<file path="src/rtl/gen_gamma_encoder.sv">
// Gamma (additive) stream-cipher encoder: md = od + nk with carry kept, nk from a Galois LFSR.
// One output register with pass-through on downstream ready; the keystream advances only on accept.
module gen_gamma_encoder #(
  parameter int              SIZE  = 8,
  parameter logic [SIZE-1:0] TAPS  = 8'hB8,
  parameter int              CNT_W = 16
) (
  input  logic             clk,
  input  logic             rst,
  input  logic             seed_load,
  input  logic [SIZE-1:0]  seed,
  input  logic [SIZE-1:0]  od,
  input  logic             in_valid,
  output logic             in_ready,
  output logic [SIZE:0]    md,
  output logic [SIZE-1:0]  nk,
  output logic             out_valid,
  input  logic             out_ready,
  output logic             seeded,
  output logic [CNT_W-1:0] word_cnt
);

  typedef enum logic {
    UNSEEDED = 1'b0,
    SEEDED   = 1'b1
  } state_t;

  state_t           r_state;
  logic [SIZE-1:0]  r_key;
  logic [SIZE:0]    r_md;
  logic [SIZE-1:0]  r_nk;
  logic             r_out_valid;
  logic             r_seeded;
  logic [CNT_W-1:0] r_word_cnt;

  logic             w_in_ready;
  logic             w_accept;
  logic             w_out_xfer;
  logic [SIZE-1:0]  w_seed_val;
  logic [SIZE-1:0]  w_key_next;
  logic [SIZE:0]    w_sum;

  function automatic logic [SIZE-1:0] lfsr_next(input logic [SIZE-1:0] k);
    lfsr_next = k[0] ? ((k >> 1) ^ TAPS) : (k >> 1);
  endfunction

  // An all-zero LFSR state would lock up, so a zero seed is promoted to 1.
  assign w_seed_val = (seed == '0) ? {{(SIZE-1){1'b0}}, 1'b1} : seed;
  assign w_key_next = lfsr_next(r_key);
  assign w_sum      = {1'b0, od} + {1'b0, r_key};

  assign w_in_ready = r_seeded & ~seed_load & (~r_out_valid | out_ready);
  assign w_accept   = in_valid & w_in_ready;
  assign w_out_xfer = r_out_valid & out_ready;

  always_ff @(posedge clk or posedge rst) begin
    if (rst) begin
      r_state     <= UNSEEDED;
      r_key       <= '0;
      r_md        <= '0;
      r_nk        <= '0;
      r_out_valid <= 1'b0;
      r_seeded    <= 1'b0;
      r_word_cnt  <= '0;
    end else begin
      case (r_state)
        UNSEEDED: if (seed_load) r_state <= SEEDED;
        SEEDED:   r_state <= SEEDED;
        default:  r_state <= UNSEEDED;
      endcase

      // Seed load excludes accept in the same cycle because in_ready drops.
      if (seed_load) begin
        r_key      <= w_seed_val;
        r_seeded   <= 1'b1;
        r_word_cnt <= '0;
      end else if (w_accept) begin
        r_key      <= w_key_next;
        r_word_cnt <= r_word_cnt + 1'b1;
      end

      if (w_accept) begin
        r_md        <= w_sum;
        r_nk        <= r_key;
        r_out_valid <= 1'b1;
      end else if (w_out_xfer) begin
        r_out_valid <= 1'b0;
      end
    end
  end

  assign in_ready  = w_in_ready;
  assign md        = r_md;
  assign nk        = r_nk;
  assign out_valid = r_out_valid;
  assign seeded    = r_seeded;
  assign word_cnt  = r_word_cnt;

endmodule

</file>
<file path="config.mk">
export PLATFORM = sky130hd
export DESIGN_NAME = gen_gamma_encoder
export DESIGN_NICKNAME = d
export VERILOG_FILES = /design/src/rtl/gen_gamma_encoder.sv
export SDC_FILE = /design/constraint.sdc
export NUM_CORES = 1
export LEC_CHECK = 0
export CORE_MARGIN = 2
export CORE_UTILIZATION = 44
export CTS_BUF_LIST = sky130_fd_sc_hd__clkbuf_8 sky130_fd_sc_hd__clkbuf_16
export DETAILED_ROUTE_END_ITERATION = 8
export GPL_ROUTABILITY_DRIVEN = 0
export PLACE_DENSITY_LB_ADDON = 0.2
export SYNTH_ARGS = -nofsm -noshare
export SYNTH_HDL_FRONTEND = slang
export SYNTH_SLANG_ARGS = --single-unit
export TNS_END_PERCENT = 50
</file>
<file path="constraint.sdc">
create_clock -name clk -period 1.8 [get_ports clk]
set_input_delay 0.36 -clock clk [delete_from_list [all_inputs] [get_ports clk]]
set_output_delay 0.36 -clock clk [all_outputs]
set_load 0.02 [all_outputs]
</file>
# Word level (Yosys, flattened, before mapping)

Index checks and enable logic that the tools add are counted.
Widths: inputs -> output; s select.

Register bits after elaboration: 43
Latch bits: 0
Memory bits (writable): 0
ROM bits: 0
Input bits: 21
Output and inout bits: 36
Logic and storage cells: 27
Memories kept: 0

Add/sub/neg operators: 2
Multipliers: 0
Div/mod/pow operators: 0
Magnitude comparators: 0
Eq/ne operators: 0
Shift-type cells: 0
Multiplexer cells: 8
Bitwise gates (word level): 8
Reduce and logical (&&, ||, !) cells: 3

Operators by type and width:

| cell                  | number |
|---|---|
| $mux 16               | 2 |
| $mux 8                | 4 |
| $add 16x1->16 const B | 1 |
| $add 8x8->9           | 1 |
| $logic_not 8->1       | 1 |
| $and 1x1->1           | 4 |
| $not 3->4             | 1 |
| $reduce_bool 2->1     | 2 |
| $mux 1                | 2 |
| $not 1->1             | 2 |
| $or 1x1->1            | 1 |

# Logic depth before layout (Yosys ltp)

Gate-level depths: netlist of run 1.

Depth after elaboration: 6
Gate-level depth with buffers: 6
Gate-level depth less buffers: 6

# Least setup slack after synthesis of run 1

Ideal clock, no wire load.

Path type: register to register
From: reg r_key[0]
To: reg r_md[8], in the netlist md[8]
Setup time: 0.123 ns
Data arrival time: 1.819 ns
Required time: 1.677 ns
Setup slack: -0.141 ns
Cell stages (with the launch flop): 7
Buffers on the path: 0
Clock period less this slack: 1.941 ns
Cells stage by stage: dfrtp_1 ha_1 fa_1 a211oi_1 o21ai_0 and3_1 o221a_2

Word-level cells in the longest chain between the ends: 1

RTL lines:

| element                | RTL line | source |
|---|---|---|
| from (decl)            | 29       | `logic [SIZE-1:0] r_key;` |
| from (signal assigned) | 74       | `r_key <= w_seed_val;` |
| from (signal assigned) | 78       | `r_key <= w_key_next;` |
| $add 8x8->9            | 50       | `assign w_sum = {1'b0, od} + {1'b0, r_key};` |
| to (signal assigned)   | 83       | `r_md <= w_sum;` |
| to (decl)              | 30       | `logic [SIZE:0] r_md;` |

Every way passes these cells.
A chain may end at the register's enable or synchronous reset.

# Worst setup path after layout of run 1

Same ends and word-level chain as after synthesis.

==> results of run 1 <==
[where the power goes]
group | total [uW] | internal [uW] | switching, uW
Sequential | 1160 | 1080 | 80.6
Combinational | 876 | 450 | 426
Clock | 779 | 414 | 365
Total | 2820 | 1950 | 872
[state kept, by name, summed over array words and instances, names as in the netlist]
register	flops
seeded	1
out_valid	1
nk	8
r_key	8
md	9
word_cnt	16
[worst max-delay path by stage]
stage	start	endpoint	slack, ns	cells past startpoint
2_1_floorplan	r_key[0]$_DFFE_PP0P_	md[8]$_DFFE_PP0P_	-0.03	6
3_3_place_gp	out_ready	word_cnt[9]$_DFFE_PP0P_	-0.43	6
3_5_place_dp	out_ready	word_cnt[9]$_DFFE_PP0P_	-0.49	6
4_1_cts	out_valid$_DFFE_PP0P_	word_cnt[11]$_DFFE_PP0P_	-0.03	5
5_1_grt	r_key[0]$_DFFE_PP0P_	md[8]$_DFFE_PP0P_	-0.07	6
6_report	r_key[0]$_DFFE_PP0P_	md[8]$_DFFE_PP0P_	0.02	6
[worst max-delay path: cells and delay by family, from the launching register on]
family	cells	cell delay, ns
adders and majority gates	2	0.54
AOI/OAI and AO/OA	3	0.54
DFF	1	0.40
and+or+nand+nor	1	0.19
[stage by stage]
| step | power, uW | setup TNS [ns] | instances | setup WS [ns] | instance area [um2] |
|---|---|---|---|---|---|
| 6_report | 2820 | 0 | 410 | 0.0215 | 3410 |
| 5_1_grt | 2970 | -0.166 | 410 | -0.0674 | 3410 |
| 4_1_cts | 2830 | -0.125 | 409 | -0.0342 | 3370 |
| 3_5_place_dp | 2030 | -9.64 | 396 | -0.488 | 3190 |
| 3_3_place_gp | 2020 | -8.81 | 396 | -0.432 | 3190 |
| 2_1_floorplan | 1600 | -0.0586 | 238 | -0.0331 | 2260 |
[metal layers]
layer / part of all wire / vias up / wire length, um / GRT usage
met2: 0.51 / 56 / 2940 / 0.401
met1: 0.42 / 1007 / 2430 / 0.261
met4: 0.021 / 0 / 120 / 0.0780
met5: 0 / - / 0 / 0
met3: 0.045 / 9 / 257 / 0.0384
li1: - / 1053 / - / -
[final cells by class]
type,instances,area (um2)
Sequential cell,43,1080
Tap cell,70,87.6
Clock buffer,5,68.8
Multi-Input combinational cell,183,1190
Inverter,4,15.0
Timing Repair Buffer,102,925
Fill cell,431,1600
Clock inverter,3,43.8
[timing repair]
item                       CTS  global route
pin swaps                   18             7
setup buffers                4             1
gates resized for setup     19            15
gates cloned                 1             0
setup endpoints to repair   12            17
[placed cells by master (no fill, tap or decap), types with 2 or more instances in the layout]
cell type         n
and3_1            4
xnor2_1           2
and4_1            2
a21oi_2           5
or2_2             3
nor2b_1           2
ha_1              8
dlymetal6s2s_1    5
a21o_1            4
mux2i_1           4
xor2_1            8
or4_1             5
nand2b_1          2
inv_1             3
o21ai_0          11
or4_4             2
clkbuf_8          5
a21oi_1           8
buf_4            42
dlygate4sd2_1     5
dfrtp_1          42
buf_6             2
o21ai_1           6
buf_2             2
or3_1             7
o31ai_1           9
clkdlybuf4s50_1  45
nand4_1           7
nand3_1           7
nand2_1          48
nor2_1            9
[kinds of logic after synthesis]
group,after synthesis,synth area share
buf+inv,12,0.0234
flops,43,0.478
compound gates,51,0.141
xor+xnor,10,0.0389
simple gates,108,0.242
mux,4,0.0178
fa+ha+maj,10,0.0590
==> results.tsv, run 1 <==
stage	metric	value	unit
yosys	yosysTopAreaCellShare	0.478	
worst_setup_path	r2r_cells	6	
worst_setup_path	worstSetupEndpointType	flop	
worst_setup_path	cp_slowest_cell	dfrtp_1	
drt	post_drt_wl_per_cell	14.0	um
clock_network	cts_tree	yes	
grt	grt_max_degree	44	
clock_network	clk_latency	0.31	ns
run	max_cap_viol_count	0	
final_layout	fin_util	0.681	
grt	track_usage	0.221	
grt	grt_pass1_wl	9540	um
yosys	async_flop_share	1.00	
worst_hold_path	hp-class	input port to async pin	
clock_network	clk_path_buf_depth	2	
yosys	synth.net_count	269	
timing	max_freq	562	MHz
drt	ant_nets	0	
floorplan	row_count	26	
yosys	synth-seq-cells	43	
worst_setup_path	path_max_fanout	2	
floorplan	initial_core_util	0.449	
clock_network	cts_buffers	5	
place	portBuffers	56	
outcome	run_status	finished clean	
worst_setup_path	start_kind	flop	
final_layout	antenna_cells	0	
grt	grt_antenna_before_repair	0	
timing	worst_hold_slack	0.403	ns
worst_setup_path	worstPathCellList	ha_2, fa_2, a211oi_2, o21ai_1, and3_1, o221a_2	
final_layout	fin_nets	370	
yosys	yosys.area.top_type	dfrtp_1	
yosys	synth_cell_types	38	
yosys	yosysWarnings	0	
floorplan	io_pins	57	
timing	fin_worst_skew	0.00808	ns
clock_network	clk_pin_slew	0.09	ns
floorplan	die_h	75.5	um
yosys	synth.avg_cell_area	9.45	um2
timing	period_minus_slack	1.78	ns
timing	max_slew_margin	0.763	
timing	drv_slew	0	
worst_setup_path	required	2.00	ns
power	leakage	0.00163	uW
final_layout	area_growth	51.7	%
drt	route.detailed.drc	0	
power	power_density	826	nW/um2
yosys	synth.most_common_cell	nand2_1	
grt	gr-total-overflow	0	
worst_setup_path	crit_arrival	1.98	ns
floorplan	design.core.area	5010	um2
yosys	syn_area	2250	um2
power	ir_drop	527	uV
clock_network	hold_buffers	0	
drt	first_pass_iters	4	
clock_network	cts.sinks	43	
clock_network	htreeDepth	2	
yosys	yosys-top-cells-area	dfrtp_1 48%, nand2_1 8.0%, ha_1 5.0%, o21ai_0 3.8%, xor2_1 3.1%	
timing	tightest_slew	0.354	ns
yosys	synth-edff-count	0	
timing	hold_viol_final	0	
clock_network	root_buffer	clkbuf_8	
yosys	seq_area_frac_synth	0.478	
drt	vias	2125	
worst_setup_path	max_stage_delay	0.40	ns
grt	grt_pass1_vias	2093	
timing	rsz0062_at_grt	yes	
drt	drt_iter0_drc	47	
timing	setup_viol	0	
final_layout	drive_above_1_share	0.229	
yosys	synth_commonest_cells	48 x nand2_1, 43 x dfrtp_1, 17 x o21ai_0	
worst_setup_path	ff2ff_setup_slack	0.02	ns
drt	wirelength	5750	um
yosys	synth-main-ff-cell	dfrtp_1	
floorplan	die-width	75.5	um
yosys	synth_cells	238	
place	hpwl	4150	um
timing	post-route-period-util	0.988	
floorplan	dieArea	5700	um2
worst_setup_path	timing.rr.end	md[8]$_DFFE_PP0P_	
worst_setup_path	reg2reg_from	r_key[0]$_DFFE_PP0P_	
drt	viasPerCell	5.18	
worst_setup_path	worstSetupPathType	flop to flop	
Power figures use the tool's default switching activity.
==> run 2: changes to the inputs <==
--- a/config.mk
+++ b/config.mk
@@ -5,8 +5,11 @@
 export SDC_FILE = /design/constraint.sdc
 export NUM_CORES = 1
 export LEC_CHECK = 0
+export ABC_AREA = 1
+export CAP_MARGIN = 0
+export CORE_ASPECT_RATIO = 2
 export CORE_MARGIN = 2
-export CORE_UTILIZATION = 44
+export CORE_UTILIZATION = 45
 export CTS_BUF_LIST = sky130_fd_sc_hd__clkbuf_8 sky130_fd_sc_hd__clkbuf_16
 export DETAILED_ROUTE_END_ITERATION = 8
 export GPL_ROUTABILITY_DRIVEN = 0
==> run 2 against run 1 <==
Compared with the run above:
- routed wire length increased by 9.1%
- die area increased by 6.1%
- via count increased by 11%
- sequential share of layout area increased by 1.1 points
- worst setup slack improved by 0.033 ns
- largest power group unchanged
- highest routed layer unchanged
==> results.tsv, run 2 <==
stage	metric	value	unit
final_layout	fin_util	0.636	
grt	gr-total-overflow	0	
floorplan	die-width	56	um
clock_network	cts_buffers	5	
yosys	synth_fa_ha_area_frac	0.0545	
worst_setup_path	required	1.44	ns
final_layout	fin_nets	415	
floorplan	dieArea	6050	um2
clock_network	hold_buffers	0	
yosys	synth-seq-cells	43	
clock_network	htreeDepth	2	
timing	max_freq	573	MHz
final_layout	area_growth	35.5	%
final_layout	antenna_cells	0	
drt	route.detailed.drc	0	
yosys	synth_cells	313	
grt	grt_pass1_vias	2288	
drt	viasPerCell	5.35	
worst_setup_path	worstSetupPathType	flop to primary output	
floorplan	die_h	108	um
grt	grt_antenna_before_repair	0	
place	placed_area	3170	um2
floorplan	row_count	37	
timing	period_minus_slack	1.75	ns
power	power_density	829	nW/um2
timing	setup_viol	0	
drt	wirelength	6270	um
drt	vias	2369	
yosys	yosysTopAreaCellShare	0.442	
yosys	synth_top_family_by_area	simple AND/OR/NAND/NOR gates	
drt	first_pass_iters	4	
drt	ant_nets	0	
yosys	synth.net_count	344	
power	ir_drop	622	uV
worst_setup_path	path_max_fanout	6	
clock_network	cts.sinks	43	
worst_setup_path	start_kind	flop	
clock_network	clk_pin_slew	0.09	ns
timing	rsz0062_at_grt	no	
clock_network	cts_tree	yes	
final_layout	final_common_cell	nand2_1	
yosys	synth.most_common_cell	nand2_1	
yosys	yosys.area_share.xor_xnor	0.00720	
timing	fin_worst_skew	0.00901	ns
place	portBuffers	56	
yosys	yosys-top-cells-area	dfrtp_1 44%, nand2_1 17%, nand3_1 4.7%, ha_1 4.6%, inv_1 4.0%	
worst_setup_path	crit_buf_inv	1	
place	hpwl	4810	um
timing	max_slew_margin	0.751	
timing	post-route-period-util	0.970	
yosys	synth_cell_types	29	
yosys	yosysWarnings	0	
yosys	synth.avg_cell_area	7.78	um2
worst_setup_path	crit_arrival	1.39	ns
power	leakage	0.00159	uW
clock_network	root_buffer	clkbuf_8	
floorplan	io_pins	57	
yosys	synth-main-ff-cell	dfrtp_1	
yosys	seq_area_frac_synth	0.442	
drt	post_drt_wl_per_cell	14.2	um
yosys	synth_commonest_cells	107 x nand2_1, 43 x dfrtp_1, 26 x inv_1	
yosys	synthMuxAreaShare	0	
final_layout	drive_above_1_share	0.114	
yosys	synth_compound_area_frac	0.0889	
yosys	async_flop_share	1.00	
worst_setup_path	cp_slowest_cell	clkdlybuf4s50_1	
grt	track_usage	0.220	
timing	drv_slew	0	
drt	drt_iter0_drc	60	
final_layout	fin_area	3300	um2
final_layout	largest_reg_flops	16	
timing	hold_viol_final	0	
clock_network	post_cts_buffers	0	
grt	grt_pass1_wl	10400	um
worst_setup_path	worstSetupEndpointType	primary output	
worst_setup_path	worstPathCellList	clkdlybuf4s50_1	
outcome	run_status	finished clean	
yosys	yosys.area.top_type	dfrtp_1	
clock_network	clk_path_buf_depth	2	
floorplan	initial_core_util	0.469	
worst_setup_path	critical_path.top_delay_family	buffers and inverters	
yosys	synth-edff-count	0	
worst_hold_path	hp-class	input port to async pin	
yosys	syn_area	2430	um2
timing	tightest_slew	0.373	ns
timing	tns	0	ns
yosys	synth_simple_gate_area_frac	0.336	
clock_network	clk_latency	0.30	ns
run	max_cap_viol_count	0	
worst_setup_path	max_stage_delay	0.64	ns
floorplan	design.core.area	5180	um2
grt	grt_max_degree	44	
final_layout	final_cell_mix	105 x nand2_1, 53 x clkdlybuf4s50_1, 43 x dfrtp_1, 26 x inv_1, 24 x nor2_1	
==> run 2: through the flow <==
step | std cells | power [uW] | hold WS [ns] | worst slack (ns)
global route | 443 | 2880 | 0.469 | 0.0113
CTS | 443 | 2760 | 0.433 | 0.00895
finish | 443 | 2730 | 0.416 | 0.0543
detailed placement | 435 | 1980 | 0.464 | -0.276
floorplan | 313 | 1600 | 0.478 | 0.318
global placement | 435 | 1960 | 0.463 | -0.209
==> run 2: cell type report <==
type | instances | area (um2)
multi-input combinational | 232 | 1190
fill | 447 | 1890
clock inverter | 2 | 35.0
tap | 58 | 72.6
timing repair buffer | 73 | 731
sequential | 43 | 1080
clock buffer | 6 | 82.6
inverter | 29 | 109
==> run 2: power breakdown <==
group          total [uW]  leakage (uW)  internal (uW)  switching [uW]
clock                 780     0.0000612            449             331
combinational         800      0.000975            382             418
sequential           1150      0.000550           1080            74.7
==> run 2: logic make-up (layout without fill, tap and decap cells) <==
group,after synthesis,count (layout)
buf+inv,38,110
xor+xnor,2,2
fa+ha+maj,10,10
simple gates,183,183
compound gates,37,37
flops,43,43
==> run 2: path summary, 6_finish.rpt <==
check	start	endpoint	slack [ns]	cells after the start
worst min-delay path	rst	nk[7]$_DFFE_PP0P_	0.42	3
worst max register to register	r_key[0]$_DFFE_PP0P_	md[6]$_DFFE_PP0P_	0.22	9
min in group clk	md[0]$_DFFE_PP0P_	md[0]$_DFFE_PP0P_	0.48	2
worst min register to register	md[0]$_DFFE_PP0P_	md[0]$_DFFE_PP0P_	0.48	2
max in group asynchronous	rst	nk[5]$_DFFE_PP0P_	1.16	3
worst max-delay path	word_cnt[6]$_DFFE_PP0P_	word_cnt[6]	0.05	1
==> run 2: what timing repair did <==
| action | 4_1_cts | 5_1_grt |
|---|---|---|
| pin swaps | 0 | 0 |
| hold endpoints to repair | 0 | 0 |
| resized for setup | 1 | 6 |
| endpoints found under the setup margin | 1 | 5 |
==> run 2: per-layer routing <==
| metal | vias to the layer above | share of wire | GRT usage | wire (um) |
|---|---|---|---|---|
| li1 | 1152 | - | - | - |
| met1 | 1138 | 0.38 | 0.233 | 2360 |
| met2 | 65 | 0.56 | 0.415 | 3500 |
| met3 | 14 | 0.037 | 0.0335 | 234 |
| met4 | 0 | 0.029 | 0.102 | 184 |
| met5 | - | 0 | 0 | 0 |
==> run 3: changes to the inputs <==
--- a/config.mk
+++ b/config.mk
@@ -13,7 +13,8 @@
 export CTS_BUF_LIST = sky130_fd_sc_hd__clkbuf_8 sky130_fd_sc_hd__clkbuf_16
 export DETAILED_ROUTE_END_ITERATION = 8
 export GPL_ROUTABILITY_DRIVEN = 0
-export PLACE_DENSITY_LB_ADDON = 0.2
+export PLACE_DENSITY = 0.81
+export SETUP_SLACK_MARGIN = 0.05
 export SYNTH_ARGS = -nofsm -noshare
 export SYNTH_HDL_FRONTEND = slang
 export SYNTH_SLANG_ARGS = --single-unit
==> run 3 against run 2 <==
Compared with the run above:
- combinational power up 1%
- final area up 1.1%
- first-iteration DRC count down 10%
- critical path type unchanged
- largest power group unchanged
==> results.tsv, run 3 (synthesis gave the netlist of run 2 again) <==
stage	metric	value	unit
worst_setup_path	required	1.44	ns
floorplan	dieArea	6050	um2
final_layout	largest_reg_flops	16	
timing	hold_viol_final	0	
drt	viasPerCell	5.24	
timing	setup_viol	0	
worst_setup_path	crit_arrival	1.39	ns
clock_network	clk_pin_slew	0.08	ns
final_layout	final_common_cell	nand2_1	
power	power_density	828	nW/um2
floorplan	die_h	108	um
worst_hold_path	hp-class	input port to async pin	
worst_setup_path	worstSetupEndpointType	primary output	
power	ir_drop	475	uV
timing	post-route-period-util	0.972	
final_layout	final_cell_mix	105 x nand2_1, 49 x clkdlybuf4s50_1, 43 x dfrtp_1, 26 x inv_1, 24 x nor2_1	
final_layout	register_area	1080	um2
grt	grt_max_degree	44	
timing	tightest_slew	0.337	ns
power	leakage	0.00166	uW
drt	first_pass_iters	4	
place	hpwl	4810	um
floorplan	initial_core_util	0.469	
clock_network	root_buffer	clkbuf_8	
worst_setup_path	path_max_fanout	6	
worst_setup_path	start_kind	flop	
grt	grt_antenna_before_repair	0	
timing	fin_worst_skew	0.00793	ns
timing	drv_slew	0	
timing	max_freq	572	MHz
worst_setup_path	crit_buf_inv	1	
worst_setup_path	max_stage_delay	0.64	ns
drt	post_drt_wl_per_cell	14.0	um
drt	vias	2352	
worst_setup_path	critical_path.top_delay_family	buffers and inverters	
clock_network	clk_latency	0.30	ns
floorplan	row_count	37	
final_layout	fin_nets	421	
timing	period_minus_slack	1.75	ns
grt	track_usage	0.224	
drt	wirelength	6270	um
drt	ant_nets	0	
final_layout	drive_above_1_share	0.130	
timing	max_slew_margin	0.774	
timing	rsz0062_at_grt	yes	
place	portBuffers	56	
run	max_cap_viol_count	0	
power	p_total	2760	uW
worst_setup_path	cp_slowest_cell	clkdlybuf4s50_1	
grt	gr-total-overflow	0	
grt	grt_pass1_wl	10700	um
drt	route.detailed.drc	0	
floorplan	design.core.area	5180	um2
clock_network	clk_path_buf_depth	2	
clock_network	htreeDepth	2	
clock_network	cts_buffers	5	
grt	grt_pass1_vias	2417	
final_layout	antenna_cells	0	
clock_network	cts.sinks	43	
floorplan	die-width	56	um
worst_setup_path	worstSetupPathType	flop to primary output	
worst_setup_path	worstPathCellList	clkdlybuf4s50_1	
final_layout	nFillCells	430	
final_layout	multiInputGateArea	1190	um2
clock_network	cts_tree	yes	
floorplan	io_pins	57	
outcome	run_status	finished clean	
drt	drt_iter0_drc	54	
final_layout	area_growth	37.0	%
final_layout	fin_util	0.643	
## run 3: cell count changes in the layout (fill, tap and decap cells not counted)
cell             change
buf_4                +7
clkdlybuf4s50_1      -4
dlygate4sd2_1        +2
dlymetal6s2s_1       +2
buf_12               -1
ha_1                 -1
ha_2                 +1
## run 3: where the power goes
| group | leakage, uW | switching, uW | internal, uW | total (uW) |
|---|---|---|---|---|
| clock network | 0.0000612 | 343 | 449 | 792 |
| registers | 0.000550 | 78.4 | 1080 | 1160 |
| logic | 0.00105 | 418 | 393 | 811 |
| total | 0.00166 | 839 | 1920 | 2760 |
## run 3: area by class of cell
class | instances | share of cell area
timing repair buffer | 79 | 0.230
inverter | 29 | 0.0326
tap | 58 | 0.0218
clock inverter | 2 | 0.0105
multi-input combinational | 232 | 0.358
clock buffer | 6 | 0.0248
sequential | 43 | 0.323
## run 3: repair_timing
| item | CTS | global route |
|---|---|---|
| pin swaps | 0 | 2 |
| buffers inserted | 0 | 0 |
| resized for setup | 3 | 9 |
| endpoints found under the hold margin | 0 | 0 |
| endpoints found under the setup margin | 7 | 12 |
| hold buffers | 0 | 0 |
## run 3: path summary, 6_finish.rpt
kind | depth (start not counted) | startpoint | slack (ns) | to
hold / removal | 3 | rst | 0.41 | out_valid$_DFFE_PP0P_
max in group asynchronous | 3 | rst | 1.18 | nk[2]$_DFFE_PP0P_
min in group clk | 2 | md[5]$_DFFE_PP0P_ | 0.48 | md[5]$_DFFE_PP0P_
setup / recovery | 1 | word_cnt[2]$_DFFE_PP0P_ | 0.05 | word_cnt[2]
setup reg to reg | 8 | r_key[0]$_DFFE_PP0P_ | 0.21 | md[8]$_DFFE_PP0P_
hold reg to reg | 2 | md[5]$_DFFE_PP0P_ | 0.48 | md[5]$_DFFE_PP0P_
## run 3: through the flow
step | std cells | setup TNS (ns) | hold WS, ns | setup slack, ns | instance area (um2)
3_3_place_gp | 441 | -0.769 | 0.461 | -0.167 | 3200
2_1_floorplan | 313 | 0 | 0.478 | 0.318 | 2430
6_report | 449 | 0 | 0.412 | 0.0503 | 3330
4_1_cts | 449 | 0 | 0.415 | 0.0296 | 3310
5_1_grt | 449 | 0 | 0.448 | 0.00445 | 3330
3_5_place_dp | 441 | -1.08 | 0.464 | -0.227 | 3200
## run 3: per-layer routing
layer,up-vias,global-route usage,share of wire
li1,1167,-,-
met1,1092,0.233,0.36
met2,74,0.423,0.56
met3,19,0.0311,0.037
met4,0,0.119,0.039
met5,-,0,0
